==> src/rtl/rgb_to_yuv_pkg.sv <==
// Shared constants for the BT.601 full-range RGB->YUV converter:
// coefficient matrix (x/256), rounding constant and fraction shift.
package rgb_to_yuv_pkg;

   localparam int DTYPE_WIDTH = 8;

   localparam int C_Y_R = 77;
   localparam int C_Y_G = 150;
   localparam int C_Y_B = 29;
   localparam int C_U_R = -43;
   localparam int C_U_G = -85;
   localparam int C_U_B = 128;
   localparam int C_V_R = 128;
   localparam int C_V_G = -107;
   localparam int C_V_B = -21;

   localparam int ROUND_CONST = 128;
   localparam int FRAC_SHIFT  = 8;

   // row 0=Y, 1=U, 2=V; col 0=R, 1=G, 2=B
   function automatic int coeff(input int row, input int col);
      case (row * 3 + col)
         0:       return C_Y_R;
         1:       return C_Y_G;
         2:       return C_Y_B;
         3:       return C_U_R;
         4:       return C_U_G;
         5:       return C_U_B;
         6:       return C_V_R;
         7:       return C_V_G;
         8:       return C_V_B;
         default: return 0;
      endcase
   endfunction

endpackage

==> src/rtl/rgb_to_yuv_if.sv <==
// Pixel stream in (rgb) and out (yuv) with side-band dv/dtype/meta.
interface rgb_to_yuv_if
   import rgb_to_yuv_pkg::*;
#(
   parameter int PIXEL_WIDTH = 8
);
   logic                   enable;
   logic                   dvi;
   logic [DTYPE_WIDTH-1:0] dtypei;
   logic [PIXEL_WIDTH-1:0] ri;
   logic [PIXEL_WIDTH-1:0] gi;
   logic [PIXEL_WIDTH-1:0] bi;
   logic [15:0]            meta_datai;
   logic                   dvo;
   logic [DTYPE_WIDTH-1:0] dtypeo;
   logic [PIXEL_WIDTH-1:0] yo;
   logic [PIXEL_WIDTH-1:0] uo;
   logic [PIXEL_WIDTH-1:0] vo;
   logic [15:0]            meta_datao;

   modport master (
      output enable, dvi, dtypei, ri, gi, bi, meta_datai,
      input  dvo, dtypeo, yo, uo, vo, meta_datao
   );

   modport slave (
      input  enable, dvi, dtypei, ri, gi, bi, meta_datai,
      output dvo, dtypeo, yo, uo, vo, meta_datao
   );
endinterface

==> src/rtl/rgb_to_yuv_row.sv <==
// One output channel: registered products, registered rounded sum, and a
// combinational shift+clamp feeding the top's output register.
module rgb_to_yuv_row
   import rgb_to_yuv_pkg::*;
#(
   parameter int PIXEL_WIDTH = 8,
   parameter int COEFF_WIDTH = 9,
   parameter bit SIGNED_OUT  = 1'b0
) (
   input  logic                          clk,
   input  logic                          reset,
   input  logic                          ld1_i,
   input  logic                          ld2_i,
   input  logic        [PIXEL_WIDTH-1:0] pix_i   [3],
   input  logic signed [COEFF_WIDTH-1:0] coeff_i [3],
   output logic        [PIXEL_WIDTH-1:0] res_o
);
   localparam int PROD_W = PIXEL_WIDTH + COEFF_WIDTH + 1;
   localparam int SUM_W  = PROD_W + 2;

   localparam logic signed [SUM_W-1:0] HI = SIGNED_OUT ? (2 ** (PIXEL_WIDTH - 1)) - 1
                                                       : (2 ** PIXEL_WIDTH) - 1;
   localparam logic signed [SUM_W-1:0] LO = SIGNED_OUT ? -(2 ** (PIXEL_WIDTH - 1)) : 0;

   logic signed [PROD_W-1:0] prod_q [3];
   logic signed [SUM_W-1:0]  sum_d;
   logic signed [SUM_W-1:0]  sum_q;
   logic signed [SUM_W-1:0]  shifted;

   for (genvar gi = 0; gi < 3; gi++) begin : g_prod
      logic signed [PROD_W-1:0] coeff_ext;
      logic signed [PROD_W-1:0] pix_ext;
      assign coeff_ext = PROD_W'(coeff_i[gi]);
      assign pix_ext   = $signed(PROD_W'({1'b0, pix_i[gi]}));

      always_ff @(posedge clk) begin
         if (reset) begin
            prod_q[gi] <= '0;
         end else if (ld1_i) begin
            prod_q[gi] <= coeff_ext * pix_ext;
         end
      end
   end

   assign sum_d = SUM_W'(prod_q[0]) + SUM_W'(prod_q[1]) + SUM_W'(prod_q[2])
                + SUM_W'(ROUND_CONST);

   always_ff @(posedge clk) begin
      if (reset) begin
         sum_q <= '0;
      end else if (ld2_i) begin
         sum_q <= sum_d;
      end
   end

   // floor division by 256 then saturate to the channel's range
   always_comb begin
      shifted = sum_q >>> FRAC_SHIFT;
      res_o   = shifted[PIXEL_WIDTH-1:0];
      if (shifted > HI) begin
         res_o = HI[PIXEL_WIDTH-1:0];
      end else if (shifted < LO) begin
         res_o = LO[PIXEL_WIDTH-1:0];
      end
   end

endmodule

==> src/rtl/rgb_to_yuv.sv <==
// BT.601 full-range RGB->YUV, fixed 3-cycle latency, per-pixel bypass.
// Side-band fields shift every cycle; pixel data loads only on stage valid.
module rgb_to_yuv
   import rgb_to_yuv_pkg::*;
#(
   parameter int PIXEL_WIDTH = 8,
   parameter int COEFF_WIDTH = 9
) (
   input logic         clk,
   input logic         reset,
   rgb_to_yuv_if.slave bus
);
   logic                   dv_q    [3];
   logic                   en_q    [2];
   logic [DTYPE_WIDTH-1:0] dtype_q [3];
   logic [15:0]            meta_q  [3];
   logic [PIXEL_WIDTH-1:0] pix_in  [3];
   logic [PIXEL_WIDTH-1:0] pix1_q  [3];
   logic [PIXEL_WIDTH-1:0] pix2_q  [3];
   logic [PIXEL_WIDTH-1:0] row_res [3];
   logic [PIXEL_WIDTH-1:0] out_q   [3];

   assign pix_in[0] = bus.ri;
   assign pix_in[1] = bus.gi;
   assign pix_in[2] = bus.bi;

   for (genvar gi = 0; gi < 3; gi++) begin : g_row
      logic signed [COEFF_WIDTH-1:0] coeff_row [3];
      for (genvar ci = 0; ci < 3; ci++) begin : g_coeff
         assign coeff_row[ci] = COEFF_WIDTH'(coeff(gi, ci));
      end

      rgb_to_yuv_row #(
         .PIXEL_WIDTH (PIXEL_WIDTH),
         .COEFF_WIDTH (COEFF_WIDTH),
         .SIGNED_OUT  (gi != 0)
      ) u_row (
         .clk     (clk),
         .reset   (reset),
         .ld1_i   (bus.dvi),
         .ld2_i   (dv_q[0]),
         .pix_i   (pix_in),
         .coeff_i (coeff_row),
         .res_o   (row_res[gi])
      );

      // raw pixels travel alongside the arithmetic so bypass can pick them
      always_ff @(posedge clk) begin
         if (reset) begin
            pix1_q[gi] <= '0;
            pix2_q[gi] <= '0;
            out_q[gi]  <= '0;
         end else begin
            if (bus.dvi)  pix1_q[gi] <= pix_in[gi];
            if (dv_q[0])  pix2_q[gi] <= pix1_q[gi];
            if (dv_q[1])  out_q[gi]  <= en_q[1] ? row_res[gi] : pix2_q[gi];
         end
      end
   end

   always_ff @(posedge clk) begin
      if (reset) begin
         for (int i = 0; i < 3; i++) begin
            dv_q[i]    <= 1'b0;
            dtype_q[i] <= '0;
            meta_q[i]  <= '0;
         end
         en_q[0] <= 1'b0;
         en_q[1] <= 1'b0;
      end else begin
         dv_q[0]    <= bus.dvi;
         dtype_q[0] <= bus.dtypei;
         meta_q[0]  <= bus.meta_datai;
         en_q[0]    <= bus.enable;
         en_q[1]    <= en_q[0];
         for (int i = 1; i < 3; i++) begin
            dv_q[i]    <= dv_q[i-1];
            dtype_q[i] <= dtype_q[i-1];
            meta_q[i]  <= meta_q[i-1];
         end
      end
   end

   assign bus.dvo        = dv_q[2];
   assign bus.dtypeo     = dtype_q[2];
   assign bus.meta_datao = meta_q[2];
   assign bus.yo         = out_q[0];
   assign bus.uo         = out_q[1];
   assign bus.vo         = out_q[2];

endmodule

==> src/flat_wrapper.sv <==
// flat-port wrapper written by rule: the top's interface ports become plain ports
module rgb_to_yuv_flat import rgb_to_yuv_pkg::*;
#(
   parameter int PIXEL_WIDTH = 8,
   parameter int COEFF_WIDTH = 9
)
  (clk, reset, bus_enable, bus_dvi, bus_dtypei, bus_ri, bus_gi, bus_bi, bus_meta_datai, bus_dvo, bus_dtypeo, bus_yo, bus_uo, bus_vo, bus_meta_datao);
  rgb_to_yuv_if #(.PIXEL_WIDTH(PIXEL_WIDTH)) bus_i ();
  input logic clk;
  input logic reset;
  input wire logic [$bits(bus_i.enable)-1:0] bus_enable;
  input wire logic [$bits(bus_i.dvi)-1:0] bus_dvi;
  input wire logic [$bits(bus_i.dtypei)-1:0] bus_dtypei;
  input wire logic [$bits(bus_i.ri)-1:0] bus_ri;
  input wire logic [$bits(bus_i.gi)-1:0] bus_gi;
  input wire logic [$bits(bus_i.bi)-1:0] bus_bi;
  input wire logic [$bits(bus_i.meta_datai)-1:0] bus_meta_datai;
  output wire logic [$bits(bus_i.dvo)-1:0] bus_dvo;
  output wire logic [$bits(bus_i.dtypeo)-1:0] bus_dtypeo;
  output wire logic [$bits(bus_i.yo)-1:0] bus_yo;
  output wire logic [$bits(bus_i.uo)-1:0] bus_uo;
  output wire logic [$bits(bus_i.vo)-1:0] bus_vo;
  output wire logic [$bits(bus_i.meta_datao)-1:0] bus_meta_datao;
  assign bus_i.enable = bus_enable;
  assign bus_i.dvi = bus_dvi;
  assign bus_i.dtypei = bus_dtypei;
  assign bus_i.ri = bus_ri;
  assign bus_i.gi = bus_gi;
  assign bus_i.bi = bus_bi;
  assign bus_i.meta_datai = bus_meta_datai;
  assign bus_dvo = bus_i.dvo;
  assign bus_dtypeo = bus_i.dtypeo;
  assign bus_yo = bus_i.yo;
  assign bus_uo = bus_i.uo;
  assign bus_vo = bus_i.vo;
  assign bus_meta_datao = bus_i.meta_datao;
  rgb_to_yuv #(.PIXEL_WIDTH(PIXEL_WIDTH), .COEFF_WIDTH(COEFF_WIDTH)) u_core (.clk(clk), .reset(reset), .bus(bus_i));
endmodule
==> config.mk <==
export PLATFORM = sky130hd
export DESIGN_NAME = rgb_to_yuv_flat
export DESIGN_NICKNAME = d
export VERILOG_FILES = /design/src/rtl/rgb_to_yuv_pkg.sv /design/src/rtl/rgb_to_yuv_if.sv /design/src/rtl/rgb_to_yuv_row.sv /design/src/rtl/rgb_to_yuv.sv /design/src/flat_wrapper.sv
export SDC_FILE = /design/constraint.sdc
export NUM_CORES = 1
export LEC_CHECK = 0
export CAP_MARGIN = 10
export CORE_ASPECT_RATIO = 0.6
export CORE_MARGIN = 4
export CORE_UTILIZATION = 35
export CTS_BUF_LIST = sky130_fd_sc_hd__clkbuf_4
export DETAILED_ROUTE_END_ITERATION = 10
export PLACE_DENSITY = 0.47
export SYNTH_ARGS = -nofsm -noshare
export SYNTH_HDL_FRONTEND = slang
export SYNTH_SLANG_ARGS = --single-unit
==> constraint.sdc <==
create_clock -name clk -period 7.46 [get_ports clk]
set_input_delay 2.238 -clock clk [delete_from_list [all_inputs] [get_ports clk]]
set_output_delay 2.238 -clock clk [all_outputs]
set_load 0.005 [all_outputs]
======== Word level (Yosys, flattened, before mapping) ========
Memory sizes are Yosys's and may differ from the RTL's.
Cells that the tools add are included.
cells by class
  bitwise operators ....................... 29
  muxes and demuxes ....................... 50
  divide/modulo/power cells ............... 0
  $mul .................................... 7
  equal/unequal tests ..................... 0
  shift operators ......................... 0
  $add $sub $neg .......................... 9
  magnitude comparators ................... 6
  reductions and logical operators ........ 0
operators by type and width
  cell                                                                           count
  8-bit two-way mux                                                              21
  18-bit two-way mux                                                             6
  16-bit two-way mux                                                             6
  19-bit by 18-bit adder with 20-bit output                                      3
  20-bit by 9-bit adder with 20-bit output, second input constant                3
  18-bit by 18-bit adder with 19-bit output                                      3
  8-bit by 9-bit multiplier with 17-bit output, first input constant             2
  7-bit by 8-bit multiplier with 15-bit output, first input constant             2
  1-bit bitwise OR                                                               29
  12-bit by 8-bit > comparator with 1-bit output, second input constant          2
  12-bit by 8-bit less-than comparator with 1-bit output, second input constant  2
  1-bit two-way mux                                                              17
  7-bit by 9-bit multiplier with 16-bit output, first input constant             1
  6-bit by 9-bit multiplier with 15-bit output, first input constant             1
  5-bit by 8-bit multiplier with 13-bit output, first input constant             1
  12-bit by 9-bit > comparator with 1-bit output, second input constant          1
  12-bit by 1-bit less-than comparator with 1-bit output, second input constant  1
storage, ports and cells
  ROM bits ................................ 0
  output and inout port bits .............. 49
  memories kept ........................... 10
  memory bits (writable) .................. 305
  logic and storage cells ................. 114
  bits in registers ....................... 60
  input bits .............................. 52
  bits in latches ......................... 0
memory list
  memory                        words  bits a word  rd ports  clocked after memory_dff  wr ports  line                  text
  u_core.g_row[1].u_row.prod_q  3      18           3         0                         3         rgb_to_yuv_row.sv:25  logic signed [PROD_W-1:0] prod_q [3];
  u_core.g_row[2].u_row.prod_q  3      18           3         0                         3         rgb_to_yuv_row.sv:25
  u_core.g_row[0].u_row.prod_q  3      16           3         0                         3         rgb_to_yuv_row.sv:25
  u_core.meta_q                 3      16           3         0                         3         rgb_to_yuv.sv:16      logic [15:0] meta_q [3];
  u_core.dtype_q                3      8            3         0                         3         rgb_to_yuv.sv:15      logic [DTYPE_WIDTH-1:0] dtype_q [3];
  u_core.out_q                  3      8            3         0                         3         rgb_to_yuv.sv:21      logic [PIXEL_WIDTH-1:0] out_q [3];
  +4 memories                   n/a    n/a          n/a       n/a                       n/a       n/a

======== Depth between registers and ports, before layout ========
  word-level depth ........................ 5
  depth in mapped cells ................... 16
  gate-level depth less buffers ........... 16

======== By module ========
From an unflattened synthesis, not the netlist that was laid out.
second synthesis, totals
  cell total of the unflattened synthesis .. 4280
  area total of the unflattened synthesis .. 41373.4 um^2
by module, submodules not included
  module                                  times used  cells an instance  area an instance (um^2)  seq. area each (um^2)
  rgb_to_yuv_row (u_core.g_row[2].u_row)  1           1326               12228.0                  1861.8
  rgb_to_yuv_row (u_core.g_row[1].u_row)  1           1302               12012.8                  1861.8
  rgb_to_yuv_row (u_core.g_row[0].u_row)  1           1282               12004.0                  1861.8
  rgb_to_yuv                              1           370                5128.7                   3703.6

======== Least setup slack after synthesis ========
No wires, ideal clock.
  path kind ............................... input to register
  from .................................... input port bus_bi[2]
  to ...................................... memory u_core.g_row[2].u_row.prod_q[2][16] (netlist name), data pin
  buffers on the path ..................... 0
  path slack .............................. 1618 ps
  arrival time ............................ 5576 ps
  setup time .............................. 266 ps
  cell stages on the path ................. 15
  path through ............................ inv_1 ha_1 inv_1 ha_1 fa_1 fa_1 fa_1 a21o_1 a21oi_1 nor2b_1 o21a_1 nor4_1 o41ai_1 xnor2_1 nor2_1
RTL lines
  element      line                  text
  from (decl)  flat_wrapper.sv:16    input wire logic [$bits(bus_i.bi)-1:0] bus_bi;
  to (decl)    rgb_to_yuv_row.sv:25

==> results.json <==
{
  "status": "finished clean",
  "synth-edff-count": 166,
  "p_per_area_mw_per_mm2": 269.4,
  "synth-seq-area-share_pct": 37.23,
  "clock_sinks": 277,
  "synth-compound-area-share_pct": 8.332,
  "syn_nets": 2271,
  "fp.dieArea_mm2": 0.05925,
  "drive_gt1_share_pct": 8.320,
  "synth_area_leaders": "edfxtp_1 (26%), ha_1 (24%), dfxtp_1 (11%)",
  "worstSkewPairLatency_ns": 0.78,
  "tns_ns": 0,
  "grt-ovfl-total": 0,
  "place.gp.congestion": 0.8311,
  "required_ns": 7.93,
  "synth_top_area_cell": "edfxtp_1",
  "syn_to_final_growth_pct": 13.50,
  "via_per_inst": 4.648,
  "cts_tree": "built",
  "grt_pass1_wl_mm": 74.34,
  "ys_types": 59,
  "pre_cts_ws_ns": 0.4686,
  "reg2reg_slack_ns": 4.01,
  "first_iter_violations": 671,
  "cts_resized": 0,
  "yosys_warnings": 0,
  "setup_viol_count_final": 0,
  "routed_wl_mm": 47.68,
  "relSlewSlack_pct": 28.51,
  "synth-simple-area-share_pct": 10.29,
  "core_mm2": 0.05442,
  "hold_path.class": "reg -> reg",
  "gr-usage-all-layers_pct": 16.40,
  "dominantRegCellSynth": "edfxtp_1",
  "num_rows": 66,
  "grt_max_degree": 77,
  "cts_buffer_depth": 3,
  "vias": 12327,
  "cp_max_fo": 6,
  "antenna_found_initial": 1,
  "fmax_mhz": 160.7,
  "cts_setup_buffers": 0,
  "cts.htree.levels": 3,
  "critical_path_class": "in -> reg",
  "final-max-slew-violation-count": 0,
  "final_antenna_net_count": 0,
  "n_fill_cell": 5304,
  "final_hold_viol_count": 0,
  "synth_most_common_cell": "ha_1",
  "p_leak_nw": 10.32,
  "layout_worst_path_cycle_share_pct": 83.43,
  "num-nets-final": 2403,
  "ys_top_cells_by_count": "ha_1 (367), inv_1 (216), edfxtp_1 (166)",
  "multi_input_area_mm2": 0.01103,
  "cts_root_buf": "clkbuf_4",
  "synth_seq_cells": 277,
  "drc": 0,
  "seq_area_mm2": 0.007207,
  "fin_total_pwr_mw": 5.919,
  "dr.pass1.iters": 4,
  "syn_inst": 1753,
  "synth_top_area_share_pct": 25.75,
  "endpoint_kind": "register",
  "async_reset_ff_share_pct": 0,
  "syn_area_mm2": 0.01936,
  "synthAdderAreaFrac_pct": 33.96,
  "dp.final_hpwl_mm": 37.59,
  "fin_crit_ns": 6.224,
  "rsz0062_at_grt": "no",
  "cap_violations": 0,
  "synth_mux_area_share_pct": 0.3620,
  "synth-xor-area-share_pct": 3.982,
  "critPathArrivalTime_ns": 6.70,
  "cts_buffers": 72,
  "io_buffers": 100,
  "syn_avg_cell_area_um2": 11.04,
  "cts_hold_buf": 0,
  "die_w_um": 311.6,
  "synth_top_family_by_area": "adder cells",
  "boundaryPins": 101,
  "initial_utilization_pct": 35.57,
  "tightest_slew_ns": 1.071,
  "fin_ws_ns": 1.236,
  "skew_ns": 0.06344,
  "die_h_um": 190.2,
  "first_global_vias": 12489,
  "peakVddDrop_mv": 0.1519,
  "clk_pin_slew_ns": 0.07,
  "worstSetupStartpointType": "input pin",
  "wire_per_inst_um": 17.98
}
[report_power, final]
| part | switching (mW) | total, mW | leakage [nW] | internal (mW) |
|---|---|---|---|---|
| logic | 1.55 | 2.64 | 7.10 | 1.09 |
| clock network | 0.662 | 1.32 | 0.529 | 0.662 |
| registers | 0.118 | 1.96 | 2.70 | 1.84 |
[sequential cells by signal, summed over array words and instances (netlist names), 3 cells and up]
signal / flops
u_core.pix1_q: 13
u_core.g_row.u_row.prod_q: 105
u_core.pix2_q: 24
u_core.meta_q: 48
u_core.dv_q: 3
u_core.out_q: 24
u_core.g_row.u_row.sum_q: 34
u_core.dtype_q: 24
[placed cells by master (no fill, tap or decap), types with 4 or more instances in the layout]
cell type / instances
clkinv_2: 4
ha_1: 367
nand3_1: 11
a21o_1: 35
inv_1: 216
a21oi_2: 4
nand2_1: 48
dfxtp_1: 111
o221a_2: 8
xnor2_1: 51
and2_1: 45
mux2i_1: 7
edfxtp_1: 166
fa_1: 99
nor2_1: 131
nor3_1: 17
o21a_1: 4
and3_1: 5
o21ai_0: 52
o21bai_1: 10
clkbuf_4: 101
clkinv_1: 15
o21ai_1: 13
nor2b_1: 88
clkdlybuf4s50_1: 99
nand2b_1: 24
a211oi_1: 5
or3_1: 9
xor2_1: 37
a31oi_1: 9
a21oi_1: 69
buf_4: 18
[cells by family (layout without fill, tap and decap cells)]
logic type	count (synthesis)	in the layout
muxes	7	7
other	0	3
AOI/OAI and AO/OA	243	243
xor gates and xnor gates	88	88
and+or+nand+nor	395	395
adders and majority gates	466	466
DFF	277	277
buffers and inverters	277	459
[metrics by stage]
stage | cells | hold WS, ns | instance area [um^2] | utilization [%]
2_1_floorplan | 1753 | 0.4138 | 19360 | -
3_3_place_gp | 2525 | 0.4145 | 21080 | 38.73
3_5_place_dp | 2525 | 0.4204 | 21080 | 38.73
4_1_cts | 2649 | 0.4159 | 21960 | 40.36
5_1_grt | 2651 | 0.4414 | 21970 | 40.37
6_report | 2652 | 0.4051 | 21970 | 40.37
[layout make-up]
type,count,share of cell area [%]
multi-input combinational,1199,50.21
sequential,277,32.80
inverter,217,3.708
timing repair buffer,118,5.148
tap,714,4.066
clock buffer,101,3.451
antenna,3,0.03417
clock inverter,23,0.5752
[layer usage]
metal | share of wire (%) | wire length [um] | GRT usage, % | vias up
met4 | 1.3 | 619 | 3.196 | 0
met5 | 0 | 0 | 0 | -
met1 | 56 | 26930 | 26.57 | 5850
met2 | 38 | 18030 | 21.92 | 189
met3 | 4.4 | 2105 | 3.527 | 50
li1 | - | - | - | 6238
[worst max-delay path: stages]
cell             delay (ns)
clkdlybuf4s50_1        0.61
inv_1                  0.19
ha_1                   0.36
inv_1                  0.06
ha_1                   0.29
fa_1                   0.56
fa_1                   0.47
fa_1                   0.48
a21o_1                 0.19
a21oi_1                0.19
nor2b_1                0.08
o21a_1                 0.19
nor4_1                 0.41
o41ai_1                0.16
xnor2_1                0.15
nor2_1                 0.05
[worst paths after layout]
check / from / endpoint / depth (start not counted)
worst max-delay path: bus_bi[2] / u_core.g_row[2].u_row.prod_q[2][16] / 16
worst min-delay path: u_core.meta_q[0][9] / u_core.meta_q[0][25] / 1
worst max register to register: u_core.g_row[1].u_row.prod_q[0][1] / u_core.g_row[2].u_row.sum_q[18] / 12
worst min register to register: u_core.meta_q[0][9] / u_core.meta_q[0][25] / 1
(Power assumes the default switching activity.)
